[src/rtl/fregs_write_arbiter.sv]
// ============================================================================
// Module   : fregs_write_arbiter
// Purpose  : Arbitrates the FPU result path and the FLW load path onto the
//            single FP register-file write port. Also keeps a pending-write
//            scoreboard that drives the issue-stage RAW/WAW hazard check.
// Options  : FWARB_RR_EN - round-robin arbitration on contention
//                          (default: fixed priority, load beats FPU)
// Revision : 1.0 - initial release
// ============================================================================
`timescale 1ns/1ps
`default_nettype none

module fregs_write_arbiter #(
    parameter int DATA_W    = 32,
    parameter int NREG_LOG2 = 5
) (
    input  logic                        iCLK,
    input  logic                        iRST,
    input  logic                        iFpuValid,
    output logic                        oFpuReady,
    input  logic [NREG_LOG2-1:0]        iFpuRd,
    input  logic [DATA_W-1:0]           iFpuData,
    input  logic                        iLdValid,
    output logic                        oLdReady,
    input  logic [NREG_LOG2-1:0]        iLdRd,
    input  logic [DATA_W-1:0]           iLdData,
    input  logic                        iIssue,
    input  logic [NREG_LOG2-1:0]        iIssueRd,
    input  logic                        iFlush,
    input  logic [NREG_LOG2-1:0]        iRs1,
    input  logic [NREG_LOG2-1:0]        iRs2,
    input  logic [NREG_LOG2-1:0]        iRs3,
    output logic                        oHazard,
    output logic                        oRegWrite,
    output logic [NREG_LOG2-1:0]        oWriteRegister,
    output logic [DATA_W-1:0]           oWriteData,
    output logic [(1<<NREG_LOG2)-1:0]   oPending,
    output logic                        oErr
);

    localparam int c_NREG = 1 << NREG_LOG2;

    logic                   r_fpu_full;
    logic [NREG_LOG2-1:0]   r_fpu_rd;
    logic [DATA_W-1:0]      r_fpu_data;
    logic                   r_ld_full;
    logic [NREG_LOG2-1:0]   r_ld_rd;
    logic [DATA_W-1:0]      r_ld_data;

    logic                   r_regwrite;
    logic [NREG_LOG2-1:0]   r_wreg;
    logic [DATA_W-1:0]      r_wdata;
    logic [c_NREG-1:0]      r_pending;
    logic                   r_err;

    logic                   w_gnt_ld;
    logic                   w_gnt_fpu;
    logic                   w_fpu_acc;
    logic                   w_ld_acc;
    logic                   w_issue;
    logic                   w_issue_err;
    logic [c_NREG-1:0]      w_clr_mask;
    logic [c_NREG-1:0]      w_set_mask;

`ifdef FWARB_RR_EN
    // 1: load wins the next contended cycle, 0: FPU wins
    logic                   r_rr_ld;

    always_comb begin
        w_gnt_ld  = r_ld_full && (!r_fpu_full || r_rr_ld);
        w_gnt_fpu = r_fpu_full && !w_gnt_ld;
    end

    always_ff @(posedge iCLK or negedge iRST) begin
        if (!iRST) begin
            r_rr_ld <= 1'b1;
        end else if (!iFlush) begin
            if (w_gnt_ld)
                r_rr_ld <= 1'b0;
            else if (w_gnt_fpu)
                r_rr_ld <= 1'b1;
        end
    end
`else
    // The memory path cannot stall, so load always beats FPU
    always_comb begin
        w_gnt_ld  = r_ld_full;
        w_gnt_fpu = r_fpu_full && !w_gnt_ld;
    end
`endif

    // A buffer being drained this edge can be refilled on the same edge
    assign oFpuReady = !iFlush && (!r_fpu_full || w_gnt_fpu);
    assign oLdReady  = !iFlush && (!r_ld_full  || w_gnt_ld);
    assign w_fpu_acc = iFpuValid && oFpuReady;
    assign w_ld_acc  = iLdValid  && oLdReady;

    always_ff @(posedge iCLK or negedge iRST) begin
        if (!iRST) begin
            r_fpu_full <= 1'b0;
            r_fpu_rd   <= '0;
            r_fpu_data <= '0;
            r_ld_full  <= 1'b0;
            r_ld_rd    <= '0;
            r_ld_data  <= '0;
        end else if (iFlush) begin
            r_fpu_full <= 1'b0;
            r_ld_full  <= 1'b0;
        end else begin
            if (w_fpu_acc) begin
                r_fpu_full <= 1'b1;
                r_fpu_rd   <= iFpuRd;
                r_fpu_data <= iFpuData;
            end else if (w_gnt_fpu) begin
                r_fpu_full <= 1'b0;
            end
            if (w_ld_acc) begin
                r_ld_full <= 1'b1;
                r_ld_rd   <= iLdRd;
                r_ld_data <= iLdData;
            end else if (w_gnt_ld) begin
                r_ld_full <= 1'b0;
            end
        end
    end

    always_ff @(posedge iCLK or negedge iRST) begin
        if (!iRST) begin
            r_regwrite <= 1'b0;
            r_wreg     <= '0;
            r_wdata    <= '0;
        end else if (iFlush) begin
            r_regwrite <= 1'b0;
        end else if (w_gnt_ld) begin
            r_regwrite <= 1'b1;
            r_wreg     <= r_ld_rd;
            r_wdata    <= r_ld_data;
        end else if (w_gnt_fpu) begin
            r_regwrite <= 1'b1;
            r_wreg     <= r_fpu_rd;
            r_wdata    <= r_fpu_data;
        end else begin
            r_regwrite <= 1'b0;
        end
    end

    // Clear happens on the register-file write edge; a same-edge set wins
    always_comb begin
        w_clr_mask = '0;
        w_set_mask = '0;
        w_issue    = iIssue && !iFlush;
        if (r_regwrite)
            w_clr_mask[r_wreg] = 1'b1;
        if (w_issue)
            w_set_mask[iIssueRd] = 1'b1;
        w_issue_err = w_issue && r_pending[iIssueRd] && !w_clr_mask[iIssueRd];
    end

    always_ff @(posedge iCLK or negedge iRST) begin
        if (!iRST) begin
            r_pending <= '0;
            r_err     <= 1'b0;
        end else begin
            if (iFlush)
                r_pending <= '0;
            else
                r_pending <= (r_pending & ~w_clr_mask) | w_set_mask;
            if (w_issue_err)
                r_err <= 1'b1;
        end
    end

    assign oHazard        = r_pending[iRs1] | r_pending[iRs2] |
                            r_pending[iRs3] | r_pending[iIssueRd];
    assign oRegWrite      = r_regwrite;
    assign oWriteRegister = r_wreg;
    assign oWriteData     = r_wdata;
    assign oPending       = r_pending;
    assign oErr           = r_err;

endmodule

`default_nettype wire
[config.mk]
export PLATFORM = sky130hd
export DESIGN_NAME = fregs_write_arbiter
export DESIGN_NICKNAME = d
export VERILOG_FILES = /design/src/rtl/fregs_write_arbiter.sv
export SDC_FILE = /design/constraint.sdc
export NUM_CORES = 1
export LEC_CHECK = 0
export ABC_AREA = 1
export BUFFER_PORTS_ARGS = -buffer_cell sky130_fd_sc_hd__buf_4
export CORE_MARGIN = 3
export CORE_UTILIZATION = 39
export CTS_CLUSTER_DIAMETER = 200
export DETAILED_ROUTE_END_ITERATION = 7
export GPL_ROUTABILITY_DRIVEN = 1
export SYNTH_ARGS = -nofsm -noshare
export SYNTH_HDL_FRONTEND = slang
export SYNTH_SLANG_ARGS = --single-unit
[constraint.sdc]
create_clock -name iCLK -period 2.8 [get_ports iCLK]
set_input_delay 0.84 -clock iCLK [delete_from_list [all_inputs] [get_ports iCLK]]
set_output_delay 0.84 -clock iCLK [all_outputs]
set_load 0.1 [all_outputs]
==> results of run 1 <==
==> cells in the final DEF, fill, tap and decap left out, types with 3 or more instances in the layout <==
master	instances
nand2_1	343
buf_4	195
dfrtp_1	136
a21oi_1	116
nor2_1	95
inv_1	77
o21ai_0	69
nand3_1	69
o211ai_1	21
mux2_1	17
clkbuf_16	17
inv_2	13
nand2_2	11
dfrtp_2	11
buf_12	9
nor3_2	8
o21ai_1	8
nor2_4	7
nor2_2	7
inv_6	6
clkinvlp_4	4
clkinv_4	3
buf_6	3
==> repair_timing <==
action,CTS,global route
gates resized for setup,19,28
pin swaps,5,19
setup endpoints to repair,1,1
cloned,0,0
buffers inserted,1,3
==> per-layer routing <==
| metal | wire, um | GRT usage, % | part of all wire [%] | vias to the layer above |
|---|---|---|---|---|
| li1 | - | - | - | 3803 |
| met1 | 10700 | 30.6 | 45 | 3549 |
| met2 | 10900 | 34.2 | 46 | 270 |
| met3 | 1700 | 4.87 | 7.1 | 30 |
| met4 | 556 | 7.02 | 2.3 | 0 |
| met5 | 0 | 0 | 0 | - |
==> metrics by stage <==
step                      total power, mW  worst slack [ps]
after floorplan                      4.00              11.0
after global placement               4.56              -197
after detailed placement             4.57              -212
after CTS                            6.95             -17.3
after global routing                 7.21             -84.0
final                                6.89             -15.0
==> Yosys cell counts (all sizes together) <==
master / instances
a21oi: 117
a22oi: 1
and2: 1
buf: 31
clkbuf: 20
dfrtp: 147
inv: 93
mux2: 17
nand2: 356
nand3: 70
nand3b: 1
nor2: 109
nor3: 9
o211ai: 21
o21ai: 77
==> sequential cells by signal (all words and copies together), names as in the netlist <==
register / count
oRegWrite: 1
r_fpu_full: 1
oWriteRegister: 5
r_ld_full: 1
oPending: 32
r_ld_data: 32
oErr: 1
r_fpu_rd: 5
r_fpu_data: 32
oWriteData: 32
r_ld_rd: 5
==> kinds of logic (layout without fill, tap and decap cells) <==
group / after synthesis / after routing / share of synthesized area [%]
AOI/OAI and AO/OA: 216 / 216 / 14.5
buffers and inverters: 144 / 333 / 7.40
DFF: 147 / 147 / 46.9
muxes: 17 / 17 / 2.44
and+or+nand+nor: 546 / 546 / 28.8
==> how the worst min path moves through the flow <==
stage                 start            end  slack, ps  depth (start not counted)
2_1_floorplan  r_ld_data[0]   r_ld_data[0]        450                          2
3_3_place_gp           oErr           oErr        460                          2
3_5_place_dp           oErr           oErr        460                          2
4_1_cts                iRST  r_ld_data[18]        390                          1
5_1_grt                iRST  r_ld_data[18]        410                          1
6_report               iRST  r_ld_data[18]        380                          1
==> power by group through the flow <==
| stage | Combinational [mW] | Sequential [mW] | Clock [mW] |
|---|---|---|---|
| floorplan | 0.586 | 3.41 | 0 |
| global placement | 1.98 | 2.58 | 0 |
| detailed placement | 2.00 | 2.58 | 0 |
| CTS | 2.02 | 2.54 | 2.39 |
| global route | 2.16 | 2.58 | 2.48 |
| finish | 2.01 | 2.54 | 2.34 |
==> final cells by class <==
class,instances,share of cell area (%)
clock buffer,18,4.25
clock inverter,14,1.61
inverter,93,3.51
multi-input combinational,779,35.3
sequential,147,35.7
tap,265,3.21
timing repair buffer,208,16.4
==> flow_summary.toml, run 1 <==
[critical_path]
cp_slowest_cell = "buf_12"
crit_path_end = "oHazard"
cp_cell_sequence = "buf_12 -> buf_12 -> nand2_1 -> nand2_1 -> nand2_1 -> nand2_1 -> nand2_1 -> nand2_1 -> nor2_2 -> nand2_2 -> nor2_4 -> nand2_4 -> buf_12"
cp.arrival_ps = 1980
crit_family = "simple AND/OR/NAND/NOR gates"
crit_type = "input port to primary output"
crit_fanout = 5
cp-startpoint = "iIssueRd[0]"
reg2reg_depth = 6
endpoint_kind = "primary output"
reg2reg_from = "r_ld_full"
crit_path_max_incr_delay_ps = 160
crit_buf_inv = 3
worstPathRequired_ps = 1960
cp-start-kind = "input port"
crit_cells = 13
r2r-end = "oWriteRegister[2]"
cp_common_cell = "nand2_1"
reg2reg_slack_ps = 940

[layout]
areaGrowthSynthToFinish_pct = 31.7
layout-drive-gt1-share_pct = 24.2
fin_util_pct = 52.7
finalNonFillerCells = 1524
fin_nets = 1346
fill_cells = 1954
fin_area_mm2 = 0.0103
n_antenna_cell = 0
multiInputGateArea_mm2 = 0.00365
seq_area_mm2 = 0.00369

[route]
drt_iter0_drc = 572
first_pass_iters = 5
drc_errors = 0
routed_via_density = 5.02
routedWlPerCell_um = 15.6
ant_nets = 0
vias = 7652
totalWireLength_um = 23800

[placed_design]
place_inst = 1488
port_buffers = 173
placed_area_mm2 = 0.00956
dp_hpwl_um = 16500
gp_congestion = 0.886

[sta]
setup_tns_ps = -15.0
grt_setup_unrepaired = "true"
setup_viol = 1
hold_slack_ps = 379
drv_slew = 0
worst_slack_ps = -15.0
max_slew_margin_pct = 39.2
post-route-period-util_pct = 101
tightestPinTransition_ps = 911
hold_viol = 0
max_freq_mhz = 355
period_minus_slack_ps = 2820
clock_skew_ps = 8.54

[cts]
clockBufferDepth = 2
cts-hold-fix-buffers = 0
clock-sinks = 147
path_clk_slew_ps = 70
tritoncts = "yes"
htreeDepth = 4
clk_latency_ps = 420
clock-root-buffer = "clkbuf_16"
numCtsBuffers = 17

[synthesis]
avgSynthCellArea_um2 = 7.33
netlist_instances = 1070
synth_cell_types = 24
synth_area_leader_cell = "dfrtp_1"
synth_nets = 1170
synth_top_area_share_pct = 46.9
ys_seq_elements = 147
ys.warnings.count = 0
seq_area_frac_synth_pct = 46.9
netlist_area_mm2 = 0.00784
netlist_top_cells_area = "dfrtp_1 (47%), nand2_1 (17%), a21oi_1 (7.5%)"

[die]
start_util_pct = 40.0
std_cell_rows = 51
ios = 174
die_h_um = 148
die_width_um = 148
dieArea_mm2 = 0.0218
core_area_mm2 = 0.0196

[power_and_ir_drop]
p_leak_nw = 5.00
p_sw_mw = 2.62
share_clk_of_total_power_pct = 33.9
internal_power_mw = 4.27
p_per_area_mw_per_mm2 = 667
power_switching_share_pct = 38.1
ir_drop_v = 0.000423
pwr-share-comb_pct = 29.2
seq_power_share_pct = 36.9

[run]
max-cap-violations = 0

[global_route]
grt_pass1_wl_um = 38200
grt.overflow.total = 0
grt_pass1_vias = 7144
antenna_found_initial = 0
grtUsageTotal_pct = 21.9
grt_max_degree = 77

[run_status]
violations = "setup timing"
outcome = "finished with violations"

[worst_hold_path]
hp-class = "input port to asynchronous set/reset pin"
Note: power is estimated with default switching activity, not from simulation.
==> run 2: changes to the inputs <==
--- a/config.mk
+++ b/config.mk
@@ -6,6 +6,7 @@
 export NUM_CORES = 1
 export LEC_CHECK = 0
 export ABC_AREA = 1
+export ABC_CLOCK_PERIOD_IN_PS = 2750
 export BUFFER_PORTS_ARGS = -buffer_cell sky130_fd_sc_hd__buf_4
 export CORE_MARGIN = 3
 export CORE_UTILIZATION = 39
==> constraint.sdc (replaced) <==
create_clock -name iCLK -period 2.75 [get_ports iCLK]
set_input_delay 0.825 -clock iCLK [delete_from_list [all_inputs] [get_ports iCLK]]
set_output_delay 0.825 -clock iCLK [all_outputs]
set_load 0.1 [all_outputs]
==> flow_summary.toml, run 2 (synthesis gave the netlist of run 1 again) <==
[layout]
areaGrowthSynthToFinish_pct = 32.7
final_common_cell = "nand2_1"
seq_area_mm2 = 0.00369
layout-drive-gt1-share_pct = 25.3
fill_cells = 1951
multiInputGateArea_mm2 = 0.00371
finalNonFillerCells = 1525
n_antenna_cell = 0
layout_common_cells = "nand2_1 (343), buf_4 (193), dfrtp_1 (135)"
fin_area_mm2 = 0.0104
fin_nets = 1347
fin_util_pct = 53.1

[power_and_ir_drop]
power_mw = 6.87
ir_drop_v = 0.000575
p_leak_nw = 5.03
p_per_area_mw_per_mm2 = 660

[die]
dieArea_mm2 = 0.0218
std_cell_rows = 51
core_area_mm2 = 0.0196
die_h_um = 148
die_width_um = 148
ios = 174
start_util_pct = 40.0

[sta]
max_slew_margin_pct = 49.5
setup_viol = 1
hold_viol = 0
setup_tns_ps = -8.84
period_minus_slack_ps = 2760
tightestPinTransition_ps = 757
worst_slack_ps = -8.84
max_freq_mhz = 362
post-route-period-util_pct = 100
clock_skew_ps = 11.6
grt_setup_unrepaired = "true"
hold_slack_ps = 337
drv_slew = 0

[critical_path]
cp.arrival_ps = 1930
endpoint_kind = "primary output"
crit_family = "simple AND/OR/NAND/NOR gates"
crit_path_max_incr_delay_ps = 180
worstPathRequired_ps = 1930
crit_buf_inv = 3
crit_fanout = 14
cp_cell_sequence = "buf_4 -> inv_1 -> a21oi_1 -> o21ai_0 -> nand2_1 -> nand2_1 -> nand3_1 -> nand3_1 -> nand2_1 -> nor2_4 -> nand2_4 -> buf_12"
cp_common_cell = "nand2_1"
cp-start-kind = "input port"
crit_type = "input port to primary output"
cp_slowest_cell = "buf_4"

[placed_design]
pre_cts_ws_ps = -205
placed_area_mm2 = 0.00957
dp_hpwl_um = 16700
port_buffers = 173
place_inst = 1485
gp_congestion = 0.931

[cts]
numCtsBuffers = 17
htreeDepth = 4
path_clk_slew_ps = 60
cts-hold-fix-buffers = 0
clock-root-buffer = "clkbuf_16"
clockBufferDepth = 2
tritoncts = "yes"
clock-sinks = 147
clk_latency_ps = 430

[worst_hold_path]
hp-class = "input port to asynchronous set/reset pin"

[route]
ant_nets = 0
routedWlPerCell_um = 15.8
routed_via_density = 4.94
drc_errors = 0
vias = 7531
totalWireLength_um = 24100
first_pass_iters = 5
drt_iter0_drc = 442

[global_route]
met3_usage_pct = 5.55
grtUsageTotal_pct = 22.1
antenna_found_initial = 0
use_met2_pct = 35.3
grt_pass1_vias = 7219
gr-max-usage-layer = "met2"
grt_pass1_wl_um = 38400
grt_max_degree = 76
grtUsageMet1_pct = 30.4
grt.overflow.total = 0

[run_status]
violations = "setup timing"
outcome = "finished with violations"

[run]
max-cap-violations = 0
[run 2: power by group]
group          switching (mW)  total [mW]  leakage, nW  internal, mW
sequential              0.158        2.59         1.76          2.43
clock                    1.02        2.21        0.274          1.20
combinational            1.54        2.07         3.00         0.532
[run 2: final timing paths]
path	startpoint	endpoint	slack, ps	cells after the start
setup / recovery	iRs2[1]	oHazard	-9	12
hold / removal	iRST	oErr	340	1
setup reg to reg	oPending[9]	oErr	940	16
hold reg to reg	r_ld_data[6]	r_ld_data[6]	480	2
max in group asynchronous	iRST	r_ld_data[18]	1740	2
min in group iCLK	r_ld_data[6]	r_ld_data[6]	480	2
[run 2: per-layer routing]
| layer | routed length (um) | vias to the layer above |
|---|---|---|
| li1 | - | 3812 |
| met1 | 10900 | 3455 |
| met2 | 11200 | 237 |
| met3 | 1640 | 27 |
| met4 | 353 | 0 |
| met5 | 0 | - |
[run 2: cell type report]
| type | instances | area share [%] |
|---|---|---|
| flip-flops and latches | 147 | 35.5 |
| inverters | 93 | 3.46 |
| clock buffers | 17 | 4.09 |
| repair buffers | 209 | 16.8 |
| multi-input cells | 779 | 35.6 |
| well taps | 265 | 3.19 |
| clock inverters | 15 | 1.35 |
[run 2: timing repair]
| action | in CTS | in global routing |
|---|---|---|
| pin swaps | 22 | 1 |
| gates resized for setup | 42 | 15 |
| cloned | 1 | 0 |
| setup buffers | 1 | 6 |
| setup endpoints to repair | 1 | 1 |
==> run 3: changes to the inputs <==
--- a/config.mk
+++ b/config.mk
@@ -9,10 +9,11 @@
 export ABC_CLOCK_PERIOD_IN_PS = 2750
 export BUFFER_PORTS_ARGS = -buffer_cell sky130_fd_sc_hd__buf_4
 export CORE_MARGIN = 3
-export CORE_UTILIZATION = 39
+export CORE_UTILIZATION = 50
 export CTS_CLUSTER_DIAMETER = 200
 export DETAILED_ROUTE_END_ITERATION = 7
 export GPL_ROUTABILITY_DRIVEN = 1
+export PLACE_DENSITY = 0.74
 export SYNTH_ARGS = -nofsm -noshare
 export SYNTH_HDL_FRONTEND = slang
 export SYNTH_SLANG_ARGS = --single-unit
==> flow_summary.toml, run 3 (synthesis gave the netlist of run 1 again) <==
[run_status]
outcome = "finished with violations"
violations = "setup timing"

[cts]
path_clk_slew_ps = 60
cts-hold-fix-buffers = 0
numCtsBuffers = 17
clock-sinks = 147
tritoncts = "yes"
clockBufferDepth = 2
htreeDepth = 4
clock-root-buffer = "clkbuf_16"
clk_latency_ps = 420

[die]
die_h_um = 131
die_width_um = 131
ios = 174
dieArea_mm2 = 0.0172
start_util_pct = 51.4
std_cell_rows = 45
core_area_mm2 = 0.0153

[global_route]
grt_max_degree = 77
grt_pass1_wl_um = 37700
grt_pass1_vias = 7333
grt.overflow.total = 0
antenna_found_initial = 0
grtUsageTotal_pct = 27.0

[sta]
max_freq_mhz = 351
setup_viol = 1
period_minus_slack_ps = 2850
grt_setup_unrepaired = "true"
tightestPinTransition_ps = 741
clock_skew_ps = 9.96
worst_slack_ps = -98.2
post-route-period-util_pct = 104
hold_viol = 0
drv_slew = 0
max_slew_margin_pct = 50.6

[route]
vias = 7838
totalWireLength_um = 23200
routedWlPerCell_um = 15.8
ant_nets = 0
drt_iter0_drc = 554
routed_via_density = 5.34
first_pass_iters = 6
drc_errors = 0

[critical_path]
r2r-end = "oWriteRegister[1]"
cp_cell_sequence = "buf_12 -> buf_12 -> nand2_2 -> nand2_1 -> nand2_1 -> nand2_1 -> nand2_1 -> nand2_2 -> nor2_4 -> nand2_4 -> nor2_4 -> nand2_4 -> buf_12"
reg2reg_slack_ps = 870
crit_fanout = 5
reg2reg_depth = 6
endpoint_kind = "primary output"
cp-start-kind = "input port"
reg2reg_from = "r_ld_full"
crit_buf_inv = 3
crit_path_max_incr_delay_ps = 160
crit_type = "input port to primary output"
cp_slowest_cell = "buf_12"
cp.arrival_ps = 2020
cp_common_cell = "nand2_1"
crit_family = "simple AND/OR/NAND/NOR gates"
worstPathRequired_ps = 1930

[layout]
finalNonFillerCells = 1468
fin_util_pct = 68.0
areaGrowthSynthToFinish_pct = 32.4
fin_area_mm2 = 0.0104
n_antenna_cell = 0
final_common_cell = "nand2_1"
layout_common_cells = "nand2_1 (336), buf_4 (191), dfrtp_1 (140)"
layout-drive-gt1-share_pct = 25.5
fin_nets = 1344

[placed_design]
gp_congestion = 0.921
pre_cts_ws_ps = -181
placed_area_mm2 = 0.00949
place_inst = 1433
port_buffers = 173
dp_hpwl_um = 15800

[power_and_ir_drop]
ir_drop_v = 0.000544
p_leak_nw = 5.07
p_per_area_mw_per_mm2 = 672
power_mw = 6.98

[run]
max-cap-violations = 0

[worst_hold_path]
hp-class = "input port to asynchronous set/reset pin"
## run 3: timing repair
item,CTS,global route
setup endpoints to repair,1,1
resized for setup,42,23
cloned,2,0
pin swaps,29,15
setup buffers,1,0
## run 3: report_power, final
part / internal [mW] / leakage [nW] / switching (mW)
clock network: 1.40 / 0.299 / 0.927
logic: 0.530 / 3.01 / 1.54
registers: 2.43 / 1.77 / 0.158
## run 3: routing by layer
metal | vias to the layer above | global-route usage [%] | routed length [um]
met2 | 351 | 43.1 | 11000
met4 | 0 | 10.4 | 656
met5 | - | 0 | 0
met3 | 55 | 7.96 | 2120
li1 | 3806 | - | -
met1 | 3626 | 34.9 | 9490
## run 3: worst register-to-register path, cell delays in order (launching register included)
cell	delay, ps
dfrtp_2	370
buf_4	600
nor2_1	180
nor2_4	160
buf_12	250
o211ai_1	140
o21ai_0	100
## run 3: metrics by stage
step,hold slack [ps],setup TNS [ps]
3_3_place_gp,463,-170
3_5_place_dp,466,-181
2_1_floorplan,449,0
5_1_grt,354,-180
4_1_cts,349,-22.4
6_report,339,-98.2
## run 3: worst max path at each step
stage          slack, ps        start       to  cells after the start
2_1_floorplan          9      iRs3[0]  oHazard                     12
3_3_place_gp        -170      iRs3[0]  oHazard                     12
3_5_place_dp        -180      iRs3[0]  oHazard                     12
4_1_cts              -20      iRs3[1]  oHazard                     11
5_1_grt             -180  iIssueRd[0]  oHazard                     13
6_report            -100  iIssueRd[0]  oHazard                     13
## run 3: area by class of cell
cell class | instances | area (um^2)
fillers | 1321 | 4880
clock buffers | 19 | 453
well taps | 211 | 264
repair buffers | 206 | 1710
multi-input cells | 779 | 3750
inverters | 93 | 363
flip-flops and latches | 147 | 3690
clock inverters | 13 | 149
